$ cat src/rtl/branch_annul_controller.sv
// branch_annul_controller: stretches system reset into a fixed-length
// pipeline reset and resolves ID-stage Bicc DCTIs into a PC-source select
// and a delay-slot annul (IF/ID flush) following SPARC annul-bit rules.
//
// Ports:
//   clk                 system clock, all state on rising edge
//   system_reset        synchronous active-low reset (0 = reset)
//   ID_branch_instr     ID stage holds a Bicc DCTI
//   a                   annul bit of the ID-stage branch
//   cond_true           branch condition true this cycle
//   branch_always       ID-stage branch is BA
//   stall               pipeline stall, freezes decisions
//   pipeline_reset_out  active-high reset to pipeline registers
//   pc_src              1 = fetch from branch target
//   IF_ID_flush         clear IF/ID (annul delay slot)
//   annul_count         saturating count of annulled delay slots
module branch_annul_controller #(
    parameter int RESET_CYCLES = 4,
    parameter int CNT_W        = 8
) (
    input  logic             clk,
    input  logic             system_reset,
    input  logic             ID_branch_instr,
    input  logic             a,
    input  logic             cond_true,
    input  logic             branch_always,
    input  logic             stall,
    output logic             pipeline_reset_out,
    output logic             pc_src,
    output logic             IF_ID_flush,
    output logic [CNT_W-1:0] annul_count
);

    localparam int RCNT_W = (RESET_CYCLES > 1) ? $clog2(RESET_CYCLES) : 1;
    localparam logic [RCNT_W-1:0] RCNT_LAST = RCNT_W'(RESET_CYCLES - 1);

    typedef enum logic [1:0] {
        S_RST  = 2'd0,
        S_RUN  = 2'd1,
        S_SLOT = 2'd2
    } state_t;

    state_t             state_q, state_d;
    logic [RCNT_W-1:0]  rcnt_q, rcnt_d;
    logic               taken_q, taken_d;
    logic               annul_q, annul_d;
    logic [CNT_W-1:0]   cnt_q, cnt_d;
    logic               taken_w;

    assign taken_w = cond_true | branch_always;

    always_comb begin
        state_d = state_q;
        rcnt_d  = rcnt_q;
        taken_d = taken_q;
        annul_d = annul_q;
        cnt_d   = cnt_q;
        unique case (state_q)
            S_RST: begin
                if (rcnt_q == RCNT_LAST) begin
                    state_d = S_RUN;
                    rcnt_d  = '0;
                end else begin
                    rcnt_d = rcnt_q + 1'b1;
                end
            end
            S_RUN: begin
                if (ID_branch_instr && !stall) begin
                    taken_d = taken_w;
                    // BA,a=1 annuls even though taken; other taken
                    // branches execute the slot.
                    annul_d = a & (~taken_w | branch_always);
                    state_d = S_SLOT;
                end
            end
            S_SLOT: begin
                if (!stall) begin
                    state_d = S_RUN;
                    if (annul_q && (cnt_q != {CNT_W{1'b1}})) begin
                        cnt_d = cnt_q + 1'b1;
                    end
                end
            end
            default: state_d = S_RST;
        endcase
    end

    always_ff @(posedge clk) begin
        if (!system_reset) begin
            state_q <= S_RST;
            rcnt_q  <= '0;
            taken_q <= 1'b0;
            annul_q <= 1'b0;
            cnt_q   <= '0;
        end else begin
            state_q <= state_d;
            rcnt_q  <= rcnt_d;
            taken_q <= taken_d;
            annul_q <= annul_d;
            cnt_q   <= cnt_d;
        end
    end

    // Decisions are only visible while the delay slot sits in IF/ID.
    assign pipeline_reset_out = (state_q == S_RST);
    assign pc_src             = (state_q == S_SLOT) & taken_q;
    assign IF_ID_flush        = (state_q == S_SLOT) & annul_q;
    assign annul_count        = cnt_q;

endmodule

$ cat config.mk
export PLATFORM = sky130hd
export DESIGN_NAME = branch_annul_controller
export DESIGN_NICKNAME = d
export VERILOG_FILES = /design/src/rtl/branch_annul_controller.sv
export SDC_FILE = /design/constraint.sdc
export NUM_CORES = 1
export LEC_CHECK = 0
export ABC_AREA = 1
export BUFFER_PORTS_ARGS = -buffer_cell sky130_fd_sc_hd__buf_2
export CAP_MARGIN = 5
export CELL_PAD_IN_SITES_DETAIL_PLACEMENT = 2
export CELL_PAD_IN_SITES_GLOBAL_PLACEMENT = 2
export CORE_MARGIN = 4
export CORE_UTILIZATION = 29
export DETAILED_ROUTE_END_ITERATION = 8
export PLACE_DENSITY_LB_ADDON = 0.1
export SETUP_SLACK_MARGIN = 0.2
export SLEW_MARGIN = 20
export SYNTH_ARGS = -nofsm -noshare
export SYNTH_HDL_FRONTEND = slang
export SYNTH_SLANG_ARGS = --single-unit
export TNS_END_PERCENT = 50
$ cat constraint.sdc
create_clock -name clk -period 1.75 [get_ports clk]
set_input_delay 0.0875 -clock clk [delete_from_list [all_inputs] [get_ports clk]]
set_output_delay 0.0875 -clock clk [all_outputs]
set_load 0.1 [all_outputs]
==> results of run 1 <==
cell type report:
cell class | count | area (um2)
repair buffers | 17 | 85.08
inverters | 17 | 63.81
fillers | 296 | 1421
clock buffers | 3 | 22.52
well taps | 28 | 35.03
flip-flops and latches | 14 | 295.3
clock inverters | 1 | 3.754
multi-input cells | 76 | 391.6
metal layers:
metal	GRT usage, %	part of all wire (%)
met1	16.06	46
met2	22.97	48
met3	4.232	4.2
met4	4.967	1.0
met5	0	0
metrics by stage:
| stage | utilization [%] | cell area [um2] | power, W | std cells | setup slack (ns) |
|---|---|---|---|---|---|
| detailed placement | 37.56 | 870.8 | 0.0005130 | 152 | 0.4320 |
| floorplan | - | 750.7 | 0.0004772 | 107 | 0.3077 |
| finish | 38.69 | 897.1 | 0.0006912 | 156 | 0.3377 |
| global placement | 37.56 | 870.8 | 0.0005076 | 152 | 0.4807 |
| global route | 38.69 | 897.1 | 0.0007438 | 156 | 0.2116 |
| CTS | 38.69 | 897.1 | 0.0007133 | 156 | 0.2991 |
critical path, cell delays in order, from the launching register on:
cell     delay, ns
dfxtp_1       0.35
inv_1         0.09
nand2_1       0.08
inv_1         0.09
buf_2         0.43
placed cells by master, fill, tap and decap left out, drive strengths merged:
cell / count
nand3: 8
xor2: 1
xnor2: 1
nor4: 1
clkbuf: 3
a21oi: 5
nor3: 1
nor2: 24
a211oi: 1
inv: 17
dfxtp: 14
o21ai: 3
nand4: 3
nand2: 26
buf: 17
clkinv: 1
ha: 2
cells by family after synthesis:
| kind of cell | count (synthesis) | synth area share (%) |
|---|---|---|
| and+or+nand+nor | 63 | 40.27 |
| buffers and inverters | 17 | 8.703 |
| DFF | 14 | 38.23 |
| AOI/OAI and AO/OA | 9 | 6.997 |
| xor gates and xnor gates | 2 | 2.390 |
| adders and majority gates | 2 | 3.412 |
power breakdown:
part	switching, W	internal (W)
Sequential	0.0000162	0.000344
Combinational	0.000104	0.0000376
Clock	0.000107	0.0000827
sequential cells by signal, indices dropped and copies added, names as in the netlist:
register,count
annul_count,8
annul_q,1
rcnt_q,2
state_q,2
taken_q,1
worst paths after layout:
path,start,endpoint,slack (ns),cells past startpoint
worst max-delay path,state_q[1]$_SDFFE_PN0P_,pipeline_reset_out,0.34,4
worst min-delay path,branch_always,taken_q$_SDFFE_PN0P_,0.09,3
worst max register to register,annul_count[0]$_SDFFE_PN0P_,annul_count[1]$_SDFFE_PN0P_,0.45,7
worst min register to register,taken_q$_SDFFE_PN0P_,taken_q$_SDFFE_PN0P_,0.47,2
==> results.toml, run 1 <==
[timing]
slew_violations = 0
tightest_slew_ns = 0.4932
tns_ns = 0
skew_ns = 0.006547
period_minus_slack_ns = 1.412
holdWs_ns = 0.08918
period_share_pct = 80.70
max_freq_mhz = 708.1
max-slew-margin-rel_pct = 67.35
setup_viol = 0
hold_viol_final = 0
rsz0062_at_grt = "false"

[synthesis]
synth.area.top_cells = "dfxtp_1, nand2_1, nor2_1"
yosysMostFrequentCell = "nand2_1"
ys_seq_elements = 14
synth_nets = 116
netlist_instances = 107
synth_ff_type = "dfxtp_1"
yosysTopAreaCell = "dfxtp_1"
synth_edf_count = 0
synth_top_area_share_pct = 38.23
synth.distinct_cells = 21
syn_area_um2 = 733.2
synth_area_per_cell_um2 = 6.852
ys_seq_area_share_pct = 38.23
synth_commonest_cells = "nand2_1, nor2_1, inv_1"
async_flop_share_pct = 0
yosysWarnings = 0

[run]
max_cap_violations = 0

[clocking]
numCtsBuffers = 3
post_cts.repair.setup_buffers = 0
cts_tree = "built"
cts-root-buf = "clkbuf_4"
hold_buffers = 0
post_cts_resized = 0
cts_max_level = 1
clk_pin_slew_ns = 0.09
cts_sinks = 14
clock_latency_ns = 0.28
cts_buffer_depth = 2

[global_routing]
grt_max_degree = 9
antenna_found_initial = 0
gr-total-overflow = 0
grt_pass1_wl_mm = 3.491
grt_pass1_vias = 796
grt_usage_pct = 13.62

[critical_path]
cp.required_ns = 1.66
startpoint_type = "flip-flop"
cp_max_fo = 4
crit_type = "reg -> out"
worstPathArrival_ns = 1.32
end_kind = "output pin"

[cells_and_area]
area_growth_pct = 22.35
nNetsFinal = 138
antenna_cells = 0
final_layout_size_suffix_gt1_share_pct = 30.47

[floorplanning]
core_um2 = 2318
rows = 17
top_level_ports = 18
die-width_um = 58.28
start_util_pct = 31.62
die-area_um2 = 3397
die_y_um = 58.28

[hold_path]
min-delay-path-class = "in -> reg"

[detailed_routing]
antenna_left = 0
drt_iter0_drc = 9
viasPerCell = 4.776
wl_per_cell_um = 12.76
route.detailed.drc = 0
wl_mm = 1.991
drt-pass1-iter-count = 4
routed-via-count = 745

[placed_design]
gp_congestion = 0.7634
hpwl_mm = 1.603
io_buffers = 17

[status]
status = "finished clean"

[power_and_ir_drop]
leakagePower_nw = 0.4321
ir_drop_v = 0.0005351
power_density_nw_per_um2 = 770.4
Note: power is estimated with default switching activity, not from simulation.
==> run 2, diff against run 1 <==
--- a/config.mk
+++ b/config.mk
@@ -11,7 +11,7 @@
 export CELL_PAD_IN_SITES_DETAIL_PLACEMENT = 2
 export CELL_PAD_IN_SITES_GLOBAL_PLACEMENT = 2
 export CORE_MARGIN = 4
-export CORE_UTILIZATION = 29
+export CORE_UTILIZATION = 24
 export DETAILED_ROUTE_END_ITERATION = 8
 export PLACE_DENSITY_LB_ADDON = 0.1
 export SETUP_SLACK_MARGIN = 0.2
==> constraint.sdc (replaced) <==
create_clock -name clk -period 1.2 [get_ports clk]
set_input_delay 0.06 -clock clk [delete_from_list [all_inputs] [get_ports clk]]
set_output_delay 0.06 -clock clk [all_outputs]
set_load 0.1 [all_outputs]
==> run 2 against run 1 <==
  * Clock-buffer cell count increased by 1
  * Routed wire length is 35% higher
  * Combinational power grew 130%
  * First-iteration DRC count grew to 2.8 times the previous value
  * Clock power increased by 54%
  * Highest routed layer unchanged
  * Sequential power is 47% higher
  * Final area grew 38%
  * Critical path depth fell by 3
  * Global-route usage down 0.75 points
  * Cell count increased by 7.7%
  * Largest cell class unchanged
  * Critical endpoint is now annul_count[0]
  * Register-to-register slack got worse by 0.42 ns
==> results.toml, run 2 (synthesized netlist as in run 1, its figures left out) <==
[power_and_ir_drop]
power_w = 0.001154
power_density_nw_per_um2 = 934.2
ir_drop_v = 0.0005970
leakagePower_nw = 0.4854

[run]
max_cap_violations = 0

[critical_path]
end_kind = "output pin"
critical_path.top_delay_family = "buffers and inverters"
cp.required_ns = 1.14
startpoint_type = "flip-flop"
crit_type = "reg -> out"
critical_path.cell_chain = "buf_2"
cp_max_fo = 5
worstRegToRegCells = 8
worstPathArrival_ns = 1.12
critical_path_depth = 1
rr_startpoint = "annul_count[1]$_SDFFE_PN0P_"
max_stage_delay_ns = 0.43
startpoint = "annul_count[0]$_SDFFE_PN0P_"
path_buf_inv = 1
crit_slowest_cell = "buf_2"

[floorplanning]
top_level_ports = 18
die-width_um = 63.27
die_y_um = 63.27
die-area_um2 = 4003
core_um2 = 2829
rows = 19
start_util_pct = 25.92

[placed_design]
place_area_um2 = 974.7
gp_congestion = 0.6905
hpwl_mm = 1.741
io_buffers = 17

[hold_path]
whs_path_depth = 3
min-delay-path-class = "in -> reg"
min_from = "a"

[detailed_routing]
route.detailed.drc = 0
routed-via-count = 791
antenna_left = 0
routed.top_layer = "met4"
wl_mm = 2.682
wl_met3_um = 62
viasPerCell = 4.708
drt_iter0_drc = 25
wl_met2_mm = 1.393
drt-pass1-iter-count = 4
wirelength_met1_mm = 1.175
wl_per_cell_um = 15.96

[timing]
period_minus_slack_ns = 1.176
tightest_slew_ns = 0.4861
period_share_pct = 98.01
hold_viol_final = 0
max-slew-margin-rel_pct = 67.82
max_freq_mhz = 850.2
slew_violations = 0
skew_ns = 0.008645
rsz0062_at_grt = "true"
setup_viol = 0

[clocking]
cts_sinks = 14
cts_max_level = 1
clk_pin_slew_ns = 0.10
clock_latency_ns = 0.28
cts_tree = "built"
cts-root-buf = "clkbuf_4"
hold_buffers = 0
cts_buffer_depth = 2
numCtsBuffers = 3

[global_routing]
gr-total-overflow = 0
antenna_found_initial = 0
grt_pass1_wl_mm = 4.022
grt_max_degree = 9
grt_usage_pct = 12.87
grt_pass1_vias = 848

[cells_and_area]
largest_register_ffs = 8
final_layout_size_suffix_gt1_share_pct = 48.91
postLayoutCellArea_um2 = 1235
nNetsFinal = 147
area_growth_pct = 68.43
antenna_cells = 0
layout_commonest_cell = "nand2_1"
fillers = 328
mostFrequentLayoutCells = "nand2_1, nor2_1, inv_1"

[status]
status = "finished clean"
run 2: power breakdown:
part	leakage (nW)	switching, W	internal [W]	total (W)
sequential	0.122	0.0000392	0.000491	0.000531
clock	0.0150	0.000164	0.000129	0.000293
combinational	0.349	0.000203	0.000127	0.000330
total	0.485	0.000406	0.000747	0.00115
run 2: path summary, 6_finish.rpt:
path | endpoint | slack (ns)
worst max-delay path | annul_count[0] | 0.02
worst min-delay path | annul_q$_SDFFE_PN0P_ | 0.03
worst max register to register | annul_count[1]$_SDFFE_PN0P_ | 0.03
worst min register to register | rcnt_q[0]$_SDFFE_PN0P_ | 0.46
run 2: stage by stage:
step	setup WS, ns	utilization (%)	TNS, ns	instances	hold slack (ns)
global route	-0.06927	43.65	-0.3340	168	0.02125
detailed placement	0.01612	34.45	0	156	0.3436
floorplan	-0.1225	-	-0.9533	107	0.1708
global placement	0.06750	34.45	0	156	0.3418
finish	0.02386	43.65	0	168	0.03110
CTS	0.009798	37.68	0	163	0.03716
run 2: final cells by class:
cell class | instances | area (um2) | area share [%]
clock buffers | 4 | 26.28 | 2.128
inverters | 17 | 85.08 | 6.890
flip-flops and latches | 14 | 317.8 | 25.73
well taps | 31 | 38.79 | 3.141
multi-input cells | 76 | 496.7 | 40.22
repair buffers | 26 | 270.3 | 21.88
run 2: timing repair:
item,CTS,global route
hold endpoints to repair,0,0
setup endpoints to repair,22,24
pin swaps,5,10
resized for setup,15,34
buffers inserted,3,5
run 2: per-layer routing:
metal	GRT usage, %	vias to the layer above
met1	15.67	381
met3	3.197	4
met2	21.74	11
met4	4.852	0
met5	0	-
li1	-	395
==> run 3, diff against run 2 <==
--- a/config.mk
+++ b/config.mk
@@ -6,13 +6,13 @@
 export NUM_CORES = 1
 export LEC_CHECK = 0
 export ABC_AREA = 1
-export BUFFER_PORTS_ARGS = -buffer_cell sky130_fd_sc_hd__buf_2
 export CAP_MARGIN = 5
 export CELL_PAD_IN_SITES_DETAIL_PLACEMENT = 2
 export CELL_PAD_IN_SITES_GLOBAL_PLACEMENT = 2
 export CORE_MARGIN = 4
-export CORE_UTILIZATION = 24
+export CORE_UTILIZATION = 28
 export DETAILED_ROUTE_END_ITERATION = 8
+export DONT_BUFFER_PORTS = 1
 export PLACE_DENSITY_LB_ADDON = 0.1
 export SETUP_SLACK_MARGIN = 0.2
 export SLEW_MARGIN = 20
==> run 3 against run 2 <==
  * The run now ends with negative setup slack left
  * Critical path type is now reg -> reg
  * Highest routed layer unchanged
  * First-iteration DRC count is 72% lower
  * Power is 7.5% higher
  * Non-clock buffer count is 4 lower
  * Via count is 2.5% higher
  * Sequential power is 0.8% lower
  * Largest power group unchanged
==> results.toml, run 3 (synthesized netlist as in run 1, its figures left out) <==
[critical_path]
cp.required_ns = 1.40
crit_type = "reg -> reg"
crit_slowest_cell = "dfxtp_4"
critical_path.cell_chain = "ha_4 -> nand3_2 -> inv_2 -> nand2_4 -> nand2_4 -> inv_4 -> nor2_1 -> nor2_1"
startpoint_type = "flip-flop"
worstPathArrival_ns = 1.41
cp-endpoint = "annul_count[1]$_SDFFE_PN0P_"
max_stage_delay_ns = 0.39
rr_startpoint = "annul_count[0]$_SDFFE_PN0P_"
r2r_slack_ns = -0.01
timing.rr.end = "annul_count[1]$_SDFFE_PN0P_"
end_kind = "flip-flop"
startpoint = "annul_count[0]$_SDFFE_PN0P_"
worstRegToRegCells = 8
cp_max_fo = 8

[placed_design]
hpwl_mm = 1.778
dpl.cell_count = 149
gp_congestion = 0.7295
io_buffers = 0

[clocking]
cts_tree = "built"
clk_pin_slew_ns = 0.10
numCtsBuffers = 3
cts_max_level = 1
clock_latency_ns = 0.30
cts-root-buf = "clkbuf_4"
cts_buffer_depth = 2
cts_sinks = 14

[global_routing]
antenna_found_initial = 0
gr-total-overflow = 0
grt_max_degree = 9
grt_pass1_vias = 878
grt_usage_pct = 15.86
grt_pass1_wl_mm = 4.119

[timing]
period_share_pct = 101.2
period_minus_slack_ns = 1.215
max-slew-margin-rel_pct = 77.32
setup_viol = 3
setup_ws_ns = -0.01471
max_freq_mhz = 823.2
tightest_slew_ns = 0.3398
hold_viol_final = 0
skew_ns = 0.002281
rsz0062_at_grt = "true"
slew_violations = 0

[detailed_routing]
drt-pass1-iter-count = 4
viasPerCell = 4.975
antenna_left = 0
drt_iter0_drc = 7
route.detailed.drc = 0
routed-via-count = 811
wl_per_cell_um = 16.75
wl_mm = 2.730

[floorplanning]
die_y_um = 59.17
rows = 18
top_level_ports = 18
core_um2 = 2477
die-width_um = 59.17
start_util_pct = 29.60
die-area_um2 = 3501

[status]
status = "finished with violations"
violations = "negative setup slack"

[run]
max_cap_violations = 0

[cells_and_area]
stdcell_count = 163
mostFrequentLayoutCells = "nor2_1, nand2_1, inv_1"
nNetsFinal = 143
area_growth_pct = 63.82
antenna_cells = 0
final_layout_size_suffix_gt1_share_pct = 46.62
layout_commonest_cell = "nor2_1"
largest_register_ffs = 8

[power_and_ir_drop]
leakagePower_nw = 0.4919
ir_drop_v = 0.0007203
power_density_nw_per_um2 = 1033
power_w = 0.001241

[hold_path]
min-delay-path-class = "in -> reg"
## run 3: changes by cell type in the layout (fill, tap and decap cells not counted), sizes merged
cell	delta
buf	-8
clkinv	-1
dlygate4sd3	+4
inv	+1
## run 3: worst min-delay path by stage
| stage | endpoint | slack, ns | from | cells past startpoint |
|---|---|---|---|---|
| CTS | annul_count[0]$_SDFFE_PN0P_ | -0.15 | system_reset | 2 |
| detailed placement | annul_count[0]$_SDFFE_PN0P_ | 0.18 | system_reset | 2 |
| global route | annul_count[2]$_SDFFE_PN0P_ | 0.02 | stall | 3 |
| floorplan | annul_count[0]$_SDFFE_PN0P_ | 0.17 | system_reset | 2 |
| global placement | annul_count[0]$_SDFFE_PN0P_ | 0.17 | system_reset | 2 |
| finish | annul_count[2]$_SDFFE_PN0P_ | 0.003 | stall | 3 |
## run 3: final cells by class
class	count	area [um2]
clock buffers	4	36.28
fillers	284	1276
inverters	17	75.07
flip-flops and latches	14	317.8
repair buffers	22	267.8
multi-input cells	76	466.7
well taps	30	37.54
## run 3: per-stage QoR
| stage | utilization [%] | setup TNS, ns | setup slack, ns | cell area (um2) | hold WS (ns) |
|---|---|---|---|---|---|
| 2_1_floorplan | - | -0.9533 | -0.1225 | 798.3 | 0.1708 |
| 3_5_place_dp | 38.38 | 0 | 0.01881 | 950.9 | 0.1841 |
| 6_report | 48.48 | -0.02068 | -0.01471 | 1201 | 0.003429 |
| 4_1_cts | 42.78 | 0 | 0.02161 | 1060 | -0.1486 |
| 5_1_grt | 48.48 | -0.6357 | -0.09638 | 1201 | 0.02464 |
| 3_3_place_gp | 38.38 | 0 | 0.07589 | 950.9 | 0.1725 |
## run 3: repair_timing
| item | 4_1_cts | 5_1_grt |
|---|---|---|
| hold buffers | 3 | 1 |
| pin swaps | 5 | 9 |
| resized for setup | 8 | 29 |
| buffers inserted | 3 | 3 |
| endpoints found under the setup margin | 22 | 25 |
| gates cloned | 0 | 0 |
| hold endpoints to repair | 8 | 6 |
## run 3: where the power goes
| part | switching [W] | internal [W] | total (W) |
|---|---|---|---|
| registers | 0.0000353 | 0.000491 | 0.000527 |
| clock network | 0.000186 | 0.000185 | 0.000371 |
| logic | 0.000203 | 0.000140 | 0.000342 |
## run 3: layer usage
metal  part of all wire, %  GRT usage, %
met5                     0             0
met4                   2.1         7.767
met3                   5.5         3.050
met2                    55         27.44
met1                    37         18.53
## run 3: critical path: cells and delay by family (launching register included)
family / cells / cell delay (ns)
DFF: 1 / 0.39
adders and majority gates: 1 / 0.14
buffers and inverters: 2 / 0.14
and+or+nand+nor: 5 / 0.45
